[src/rtl/screen_sequencer_pkg.sv]
// screen_sequencer_pkg: screen state codes shared with every module that reads the sequencer state
package screen_sequencer_pkg;
  typedef enum logic [1:0] {
    SCREEN_IDLE  = 2'd0,
    SCREEN_START = 2'd1,
    SCREEN_PLAY  = 2'd2,
    SCREEN_OVER  = 2'd3
  } screen_t;
  localparam logic [7:0] FRAME_MAX = 8'd255;
endpackage

[src/rtl/key_edge.sv]
// key_edge: registered rising-edge pulse of a synchronous level input
module key_edge (
  input  logic clk,
  input  logic rst,
  input  logic level,
  output logic press
);
  logic level_q;
  always_ff @(posedge clk or posedge rst)
    if (rst) begin
      level_q <= 1'b0;
      press   <= 1'b0;
    end else begin
      level_q <= level;
      press   <= level & ~level_q;
    end
endmodule

[src/rtl/screen_sequencer.sv]
// screen_sequencer: start/play/over screen sequencing with frame hold timers and prompt blink
module screen_sequencer
  import screen_sequencer_pkg::*;
#(
  parameter int START_HOLD_FRAMES = 30,
  parameter int OVER_HOLD_FRAMES  = 120,
  parameter int BLINK_HALF        = 16
) (
  input  logic       clk,
  input  logic       rst,
  input  logic       frame_tick,
  input  logic       key_left,
  input  logic       key_right,
  input  logic       player_fell,
  output logic       start_en,
  output logic       game_en,
  output logic       over_en,
  output logic       game_rst,
  output logic       text_blink,
  output logic [1:0] state
);
  screen_t cur, nxt;
  logic key_press;
  logic [7:0] frame_cnt;
  logic [8:0] cnt_inc;
  logic blink_hit;
  key_edge u_key_edge (
    .clk  (clk),
    .rst  (rst),
    .level(key_left | key_right),
    .press(key_press)
  );
  assign cnt_inc   = {1'b0, frame_cnt} + 9'd1;
  assign blink_hit = frame_tick && (cnt_inc % 9'(BLINK_HALF) == 9'd0);
  always_comb
    nxt = cur == SCREEN_IDLE ? SCREEN_START :
          cur == SCREEN_START && key_press && frame_cnt >= 8'(START_HOLD_FRAMES) ? SCREEN_PLAY :
          cur == SCREEN_PLAY && player_fell ? SCREEN_OVER :
          cur == SCREEN_OVER && frame_tick && frame_cnt == 8'(OVER_HOLD_FRAMES - 1) ? SCREEN_START :
          cur;
  // outputs decode the next state so they line up with the state register
  always_ff @(posedge clk or posedge rst)
    if (rst) begin
      cur        <= SCREEN_IDLE;
      frame_cnt  <= '0;
      start_en   <= 1'b0;
      game_en    <= 1'b0;
      over_en    <= 1'b0;
      game_rst   <= 1'b0;
      text_blink <= 1'b0;
    end else begin
      cur        <= nxt;
      frame_cnt  <= nxt != cur ? '0 :
                    frame_tick && frame_cnt != FRAME_MAX ? frame_cnt + 8'd1 : frame_cnt;
      start_en   <= nxt == SCREEN_START;
      game_en    <= nxt == SCREEN_PLAY;
      over_en    <= nxt == SCREEN_OVER;
      game_rst   <= nxt == SCREEN_PLAY && cur != SCREEN_PLAY;
      text_blink <= nxt != SCREEN_START ? 1'b0 :
                    cur != SCREEN_START ? 1'b1 : text_blink ^ blink_hit;
    end
  assign state = cur;
endmodule

[config.mk]
export PLATFORM = sky130hd
export DESIGN_NAME = screen_sequencer
export DESIGN_NICKNAME = d
export VERILOG_FILES = /design/src/rtl/screen_sequencer_pkg.sv /design/src/rtl/key_edge.sv /design/src/rtl/screen_sequencer.sv
export SDC_FILE = /design/constraint.sdc
export NUM_CORES = 1
export LEC_CHECK = 0
export ABC_CLOCK_PERIOD_IN_PS = 2950
export BUFFER_PORTS_ARGS = -buffer_cell sky130_fd_sc_hd__buf_2
export CORE_ASPECT_RATIO = 1.4
export CORE_MARGIN = 5
export CORE_UTILIZATION = 50
export DETAILED_ROUTE_END_ITERATION = 10
export PLACE_DENSITY_LB_ADDON = 0.08
export SYNTH_ARGS = -nofsm -noshare
export SYNTH_HDL_FRONTEND = slang
export SYNTH_SLANG_ARGS = --single-unit
[constraint.sdc]
create_clock -name clk -period 2.95 [get_ports clk]
set_input_delay 0.1475 -clock clk [delete_from_list [all_inputs] [get_ports clk]]
set_output_delay 0.1475 -clock clk [all_outputs]
set_load 0.01 [all_outputs]
==> results of run 1 <==
[flip-flops by register name, summed over array words and instances, names as in the netlist]
name,count
u_key_edge.level_q,1
game_en,1
start_en,1
frame_cnt,8
text_blink,1
over_en,1
u_key_edge.press,1
game_rst,1
state,2
[critical path: cells and delay by family (launching register included)]
kind | cells | cell delay, ps
compound gates | 2 | 580
flops | 1 | 490
simple gates | 2 | 330
fa+ha+maj | 1 | 320
[final cells by class]
type                    instances  area share (%)
flip-flops and latches         17           41.98
repair buffers                 13           6.914
inverters                       7           2.593
well taps                      20           2.469
multi-input cells              58           43.46
clock buffers                   4           2.593
[how the worst max path moves through the flow]
stage / start / end / depth (start not counted)
3_5_place_dp: frame_cnt[1] / frame_cnt[2] / 5
4_1_cts: frame_cnt[1] / frame_cnt[2] / 5
6_report: frame_cnt[1] / frame_cnt[2] / 5
5_1_grt: frame_cnt[1] / frame_cnt[5] / 5
2_1_floorplan: frame_cnt[1] / frame_cnt[2] / 5
3_3_place_gp: frame_cnt[1] / frame_cnt[2] / 5
[routing by layer]
layer | track usage (%) | up-vias
met4 | 7.317 | 0
met5 | 0 | -
met2 | 25.98 | 25
met3 | 1.780 | 4
li1 | - | 333
met1 | 18.03 | 344
[cells in the final DEF, fill, tap and decap left out, types with 2 or more instances in the layout]
cell type  instances
or2_2              2
dfrtp_1           17
nor3_1             3
ha_1               3
o21bai_1           2
inv_1              7
nor2_1             4
clkbuf_4           3
o31ai_1            2
o21ai_0            2
a21oi_1            4
nand3_1            4
or3_1              2
xnor2_1            4
nand3b_1           2
buf_2             12
nand2_1            6
[timing repair]
action | 4_1_cts | 5_1_grt
resized for setup | 0 | 0
endpoints found under the hold margin | 17 | 0
hold buffers | 1 | 0
[through the flow]
stage	setup slack, ps	hold slack [ps]	total power [W]	instance area [um^2]	instances
floorplan	1360	73.57	0.0005353	910.9	84
global placement	1196	255.2	0.0005655	977.2	114
detailed placement	1171	263.1	0.0005663	977.2	114
CTS	1159	50.27	0.0006919	1013	119
global route	1026	42.94	0.0007453	1013	119
finish	1160	47.22	0.0006902	1013	119
[report_power, final]
group          internal, W  total (W)  switching, W
sequential        0.000274   0.000365     0.0000913
clock            0.0000526   0.000125     0.0000722
combinational    0.0000941   0.000200      0.000106
[kinds of logic (layout without fill, tap and decap cells)]
kind of cell             count (synthesis)  in the layout  share of synthesized area (%)
AO/OA/AOI/OAI                           21             21                          21.02
XOR/XNOR                                 4              4                          3.846
adder cells (fa/ha/maj)                  3              3                          4.121
buffers and inverters                    9             24                          4.946
flip-flops                              17             17                          46.70
AND/OR/NAND/NOR                         30             30                          19.37
==> metrics.txt, run 1 <==
status completed; gp weighted congestion 0.8293; worst path cell trace ha_1 > nand2_1 > nor3_2 > a211o_4 > a211oi_2; Netlist Area Pre-Place 910.9 um^2; Worst Path Required 3170 ps; CP Capture Type flip-flop; clock slew at reported path FFs 100 ps; Sink Count 17; top layer in use met4; met3 wire len 112 um; count leader, synth dfrtp_1; area grow syn2layout 11.26%; reg2reg end frame_cnt[2]; clk buf depth 2; core region area 1757 um^2; Hold Crit Depth 2; synth top area cells dfrtp_1 47%, ha_1 4.1%, xnor2_1 3.8%; M1 WL 723 um; Ys Warns 0; Nets 109; power density over the cells 681.0 nW/um^2; post-layout min period 1790 ps; origin of the worst min-delay path key_left; starting density of the core 51.85%; area of the multi-input gates 440.4 um^2; Post-Synthesis Cells 84; initial antenna violation count 0; final setup TNS 0 ps; total track usage 15.07%; PortBufs 12; Hold Fails Final Rpt 0; Post-DRT Antenna Nets 0; slowest cell delay on critical path 490 ps; R2R Setup Slk 1160 ps; drt wl/cell 14.60 um; Seq cells post-synth 17; Worst Tran Pin Value 636.9 ps; Root Buffer clkbuf_4; final setup vio count 0; DIE AREA 2787 um^2; Die Y 60.50 um; initial DRC count 39; share of layout cells above drive strength 1 26.26%; reg-to-reg startpoint frame_cnt[1]; Die W 46.07 um; Post-synth EDFFs 0; FP Rows 18; Synth cell types 35; CP max FO 9; Critical Path Slowest Stage Cell dfrtp_1; most instantiated cells after synthesis 17 x dfrtp_1, 7 x inv_1, 6 x nand2_1; worst min-delay path endpoint u_key_edge.level_q; fillers 150; Final Cycle Share 60.69%; Post-CTS Setup Inserts 0; top_reg_cell synth dfrtp_1; routed length on met2 865 um; vias in the first global route 720; Min-Delay Path Class in -> reg; DRC 0; largest area contributor in the netlist dfrtp_1; largest net degree at the start of global routing 18; Inserted Diodes 0; Boundary Pins 13; first-pass GRT wire length 3118 um; Startpoint Class flip-flop; Mapped Nets 93; RSZ-0062 raised after global routing false; latest clock arrival within the worst-skew pair 290 ps; vias per std cell 5.933; total number of vias 706; P_leak 0.4404 nW; Async SR Flop Fraction 100.0%; reg2reg path depth 5; crit path kind reg -> reg; FF/Latch Area 425.4 um^2; clock skew 3.305 ps; # H-tree levels 1; Max Slew Vio Count 0; CTS tree built; total CTS buffers 3; Mean Syn Cell Area 10.84 um^2; Layout Utilization 57.69%; sequential share of the synthesized area 46.70%; Final HPWL DP 1244 um; critical path data arrival time 2010 ps; Initial DRT Pass Iterations 4; gr ovfl total 0; worst vdd ir 0.4166 mV; max cap viols 0; total wire length 1737 um; relative slew slack 57.49%; area fraction of the dominant cell type after synthesis 46.70%; Fmax 558.6 MHz
Note: power is estimated with default switching activity, not from simulation.
==> run 2: changes to the inputs <==
ABC_CLOCK_PERIOD_IN_PS = 1750   (was 2950)
clock period = 1.75 ns   (was 2.95 ns; I/O delays follow)
==> metrics.txt, run 2 (synthesized netlist as in run 1, its figures left out) <==
status completed (unchanged); Boundary Pins 13 (unchanged); Final Cycle Share 91.74% (was 60.69%); drt wl/cell 13.91 um (was 14.60 um); Post-CTS Setup Inserts 0 (unchanged); reg2reg path depth 6 (was 5); vias in the first global route 695 (was 720); DIE AREA 2787 um^2 (unchanged); Critical Path Slowest Stage Cell dfrtp_1 (unchanged); total CTS buffers 3 (unchanged); share of layout cells above drive strength 1 28.85% (was 26.26%); Die W 46.07 um (unchanged); Initial DRT Pass Iterations 5 (was 4); final setup TNS 0 ps (unchanged); Sink Count 17 (unchanged); FP Rows 18 (unchanged); met3 wire len 82 um (was 112 um); CP max FO 8 (was 9); delay-heaviest family, CP compound AO/OA/AOI/OAI gates (unchanged); total track usage 14.92% (was 15.07%); clk buf depth 2 (unchanged); total number of vias 683 (was 706); largest net degree at the start of global routing 18 (unchanged); area grow syn2layout 16.07% (was 11.26%); first-pass GRT wire length 2967 um (was 3118 um); commonest non-fill, non-tap cell in the layout dfrtp_1 (unchanged); Die Y 60.50 um (unchanged); M1 WL 680 um (was 723 um); CP Capture Type flip-flop (unchanged); Worst Path Required 1960 ps (was 3170 ps); slowest cell delay on critical path 380 ps (was 490 ps); CTS tree built (unchanged); clock skew 8.976 ps (was 3.305 ps); max reg flops 8 (unchanged); worst vdd ir 0.7484 mV (was 0.4166 mV); Worst path depth 6 (was 5); power density over the cells 1136 nW/um^2 (was 681.0 nW/um^2); latest clock arrival within the worst-skew pair 290 ps (about the same); DRC 0 (unchanged); routed length on met2 947 um (was 865 um); CTS resizes 0 (unchanged); RSZ-0062 raised after global routing false (unchanged); gr ovfl total 0 (unchanged); worst path cell trace inv_1 > ha_1 > o2111ai_2 > a21oi_2 > a211o_4 > a211oi_2 (was ha_1 > nand2_1 > nor3_2 > a211o_4 > a211oi_2); core region area 1757 um^2 (unchanged); initial antenna violation count 0 (unchanged); commonest cells after routing, fill and taps aside 17 x dfrtp_1, 12 x buf_2, 7 x inv_1 (unchanged); Layout Utilization 60.19% (was 57.69%); clock slew at reported path FFs 100 ps (about the same); # H-tree levels 1 (unchanged); Hold Crit Depth 3 (was 2); final setup vio count 0 (unchanged); max cap viols 0 (unchanged); top layer in use met4 (unchanged); Top reg by flops frame_cnt (unchanged); Root Buffer clkbuf_4 (unchanged); final worst slack 144.5 ps (was 1160 ps); Worst Tran Pin Value 639.5 ps (was 636.9 ps); Min-Delay Path Class in -> reg (unchanged); starting density of the core 51.85% (unchanged); P_leak 0.4641 nW (was 0.4404 nW); relative slew slack 57.32% (was 57.49%); gp weighted congestion 0.8446 (was 0.8293); critical path data arrival time 1820 ps (was 2010 ps); PortBufs 12 (unchanged); Fmax 622.9 MHz (was 558.6 MHz); pre-CTS worst setup slack 149.6 ps (was 1171 ps); Final HPWL DP 1264 um (was 1244 um); post-layout min period 1605 ps (was 1790 ps); crit path kind reg -> reg (unchanged); vias per std cell 5.508 (was 5.933); initial DRC count 10 (was 39); number of buffers and inverters on the critical path 1 (was 0); Post-DRT Antenna Nets 0 (unchanged); total wire length 1725 um (was 1737 um); Max Slew Vio Count 0 (unchanged); Hold Fails Final Rpt 0 (unchanged); Startpoint Class flip-flop (unchanged); Nets 114 (was 109); Inserted Diodes 0 (unchanged)
-- run 2: layout make-up --
type / count / area, um^2
clock inverter: 1 / 5.005
multi-input combinational: 58 / 440.4
fill: 150 / 699.4
tap: 20 / 25.02
timing repair buffer: 18 / 112.6
clock buffer: 3 / 22.52
sequential: 17 / 425.4
inverter: 7 / 26.28
-- run 2: where the power goes --
| group | total (W) | leakage, nW | internal (W) | switching (W) |
|---|---|---|---|---|
| logic | 0.000403 | 0.240 | 0.000197 | 0.000206 |
| registers | 0.000590 | 0.207 | 0.000462 | 0.000128 |
| clock network | 0.000208 | 0.0177 | 0.0000851 | 0.000123 |
-- run 2: worst reg2reg max path: stages, from the launching register on --
cell       delay (ps)
dfrtp_1           380
inv_1              80
ha_1              200
o2111ai_2         190
a21oi_2           110
a211o_4           370
a211oi_2          190
-- run 2: worst paths after layout --
kind                                     from               end  slack, ps
min in group asynchronous                 rst      frame_cnt[6]        420
max reg2reg                      frame_cnt[0]      frame_cnt[2]        140
max                              frame_cnt[0]      frame_cnt[2]        140
max in group asynchronous                 rst      frame_cnt[0]        910
min                               player_fell          state[0]        100
min reg2reg                u_key_edge.level_q  u_key_edge.press        400
-- run 2: repair_timing --
action | in CTS | in global routing
setup endpoints to repair | 0 | 0
endpoints found under the hold margin | 18 | 0
hold buffers | 3 | 0
-- run 2: metal layers --
metal  vias to the layer above  global-route usage (%)
met4                         0                   9.756
li1                        344                       -
met3                         2                   1.780
met5                         -                       0
met1                       321                   15.90
met2                        16                   26.57
-- run 2: through the flow --
| stage | area, um^2 | hold WS (ps) | total power [W] | instances |
|---|---|---|---|---|
| 2_1_floorplan | 910.9 | 13.57 | 0.0009024 | 84 |
| 3_3_place_gp | 999.7 | 193.6 | 0.0009863 | 117 |
| 3_5_place_dp | 999.7 | 207.4 | 0.0009915 | 117 |
| 4_1_cts | 1057 | 89.81 | 0.001212 | 124 |
| 5_1_grt | 1057 | 105.8 | 0.001302 | 124 |
| 6_report | 1057 | 101.6 | 0.001201 | 124 |
==> run 3: changes to the inputs <==
BUFFER_PORTS_ARGS = -buffer_cell sky130_fd_sc_hd__clkbuf_2   (was -buffer_cell sky130_fd_sc_hd__buf_2)
GPL_ROUTABILITY_DRIVEN = 0   (was not set)
GPL_TIMING_DRIVEN = 1   (was not set)
==> metrics.txt, run 3 (synthesized netlist as in run 1, its figures left out) <==
Die W 46.07 um (unchanged); first-pass GRT wire length 2967 um (unchanged); area grow syn2layout 15.93% (was 16.07%); RSZ-0062 raised after global routing false (unchanged); fillers 152 (was 150); Final HPWL DP 1217 um (was 1264 um); post-layout min period 1613 ps (was 1605 ps); Post-DRT Antenna Nets 0 (unchanged); drt wl/cell 13.44 um (was 13.91 um); initial DRC count 13 (was 10); CTS tree built (unchanged); Logic pwr share 33.6% (was 33.5%); Clk pwr share 17.1% (was 17.4%); DIE AREA 2787 um^2 (unchanged); initial antenna violation count 0 (unchanged); Startpoint Class flip-flop (unchanged); Worst Path Required 1960 ps (about the same); largest net degree at the start of global routing 18 (unchanged); Switch Pwr 0.0004483 W (was 0.0004575 W); # H-tree levels 1 (unchanged); status completed (unchanged); Nets 114 (unchanged); max reg flops 8 (unchanged); Reg power frac 49.3% (was 49.1%); delay-heaviest family, CP simple AND/OR/NAND/NOR gates (was compound AO/OA/AOI/OAI gates); Initial DRT Pass Iterations 4 (was 5); CP max FO 6 (was 8); total number of vias 677 (was 683); total CTS buffers 3 (unchanged); clock slew at reported path FFs 100 ps (about the same); Fmax 620.0 MHz (was 622.9 MHz); Top reg by flops frame_cnt (unchanged); Boundary Pins 13 (unchanged); Post-CTS Setup Inserts 0 (unchanged); Root Buffer clkbuf_4 (unchanged); Critical Path Slowest Stage Cell dfrtp_1 (unchanged); Layout Utilization 60.11% (was 60.19%); FP Rows 18 (unchanged); slowest cell delay on critical path 450 ps (was 380 ps); power density over the cells 1131 nW/um^2 (was 1136 nW/um^2); number of buffers and inverters on the critical path 0 (was 1); Min-Delay Path Class in -> reg (unchanged); total track usage 14.77% (was 14.92%); vias in the first global route 682 (was 695); max cap viols 0 (unchanged); Sink Count 17 (unchanged); clock skew 4.901 ps (was 8.976 ps); gr ovfl total 0 (unchanged); Die Y 60.50 um (unchanged); Inserted Diodes 0 (unchanged); core region area 1757 um^2 (unchanged); switching fraction of total power 37.54% (was 38.08%); Final Cycle Share 92.17% (was 91.74%); total wire length 1667 um (was 1725 um); relative slew slack 57.37% (was 57.32%); worst vdd ir 0.7471 mV (was 0.7484 mV); worst path cell trace ha_1 > nand3_1 > o21ai_2 > or4_1 > a21oi_1 (was inv_1 > ha_1 > o2111ai_2 > a21oi_2 > a211o_4 > a211oi_2); Max Slew Vio Count 0 (unchanged); PortBufs 12 (unchanged); share of layout cells above drive strength 1 27.88% (was 28.85%); crit path kind reg -> reg (unchanged); commonest cells after routing, fill and taps aside 17 x dfrtp_1, 12 x clkbuf_2, 7 x inv_1 (was 17 x dfrtp_1, 12 x buf_2, 7 x inv_1); Cell Int Power 0.0007461 W (was 0.0007439 W); starting density of the core 51.85% (unchanged); latest clock arrival within the worst-skew pair 280 ps (was 290 ps); Worst Tran Pin Value 638.8 ps (was 639.5 ps); fin cells 124 (unchanged); P_leak 0.4628 nW (was 0.4641 nW); commonest non-fill, non-tap cell in the layout dfrtp_1 (unchanged); placed insts 117 (unchanged); clk buf depth 2 (unchanged); CP Capture Type flip-flop (unchanged); critical path data arrival time 1830 ps (was 1820 ps); Hold Fails Final Rpt 0 (unchanged); final setup TNS 0 ps (unchanged); vias per std cell 5.460 (was 5.508); DRC 0 (unchanged); final setup vio count 0 (unchanged)
run 3: cell count changes in the layout (fill, tap and decap cells not counted), sizes merged:
cell / delta
clkbuf: +13
clkinv: -1
buf: -12
run 3: what timing repair did:
action | in CTS | in global routing
resized for setup | 0 | 0
hold endpoints to repair | 18 | 0
endpoints found under the setup margin | 0 | 0
hold buffers | 3 | 0
run 3: final timing paths:
| path | cells past startpoint | end | startpoint | slack [ps] |
|---|---|---|---|---|
| max | 5 | frame_cnt[5] | frame_cnt[1] | 140 |
| min | 3 | state[0] | player_fell | 120 |
| max reg2reg | 5 | frame_cnt[5] | frame_cnt[1] | 140 |
| min reg2reg | 1 | u_key_edge.press | u_key_edge.level_q | 400 |
| max in group asynchronous | 3 | state[1] | rst | 920 |
| min in group asynchronous | 3 | over_en | rst | 420 |
run 3: cell type report:
| class | instances | area [um^2] | share of cell area (%) |
|---|---|---|---|
| sequential | 17 | 425.4 | 40.28 |
| clock buffer | 4 | 26.28 | 2.488 |
| tap | 20 | 25.02 | 2.370 |
| timing repair buffer | 18 | 112.6 | 10.66 |
| multi-input combinational | 58 | 440.4 | 41.71 |
| inverter | 7 | 26.28 | 2.488 |
run 3: worst min-delay path, stage by stage:
cell and delay, ps:
clkbuf_2 90, o21bai_1 100, o21ai_0 90
run 3: per-stage QoR:
stage / hold WS (ps) / total power (W) / setup slack, ps / area, um^2
final: 117.2 / 0.001194 / 137.0 / 1056
after global routing: 127.6 / 0.001297 / 40.80 / 1056
after CTS: 112.2 / 0.001206 / 120.1 / 1056
after detailed placement: 184.7 / 0.0009919 / 139.9 / 999.7
after global placement: 179.6 / 0.0009877 / 178.5 / 999.7
after floorplan: 13.57 / 0.0009024 / 159.8 / 910.9
run 3: power groups by stage:
| stage | Sequential [W] | Combinational, W | Clock, W |
|---|---|---|---|
| final | 0.000589 | 0.000401 | 0.000205 |
| after global routing | 0.000602 | 0.000462 | 0.000232 |
| after CTS | 0.000587 | 0.000404 | 0.000215 |
| after detailed placement | 0.000595 | 0.000397 | 0 |
| after global placement | 0.000594 | 0.000393 | 0 |
| after floorplan | 0.000545 | 0.000358 | 0 |
run 3: per-layer routing:
metal | vias to the layer above | global-route usage [%] | part of all wire, %
met5 | - | 0 | 0
met4 | 0 | 11.38 | 2.8
met1 | 318 | 17.84 | 45
met2 | 12 | 23.03 | 48
met3 | 4 | 2.077 | 4.1
li1 | 343 | - | -
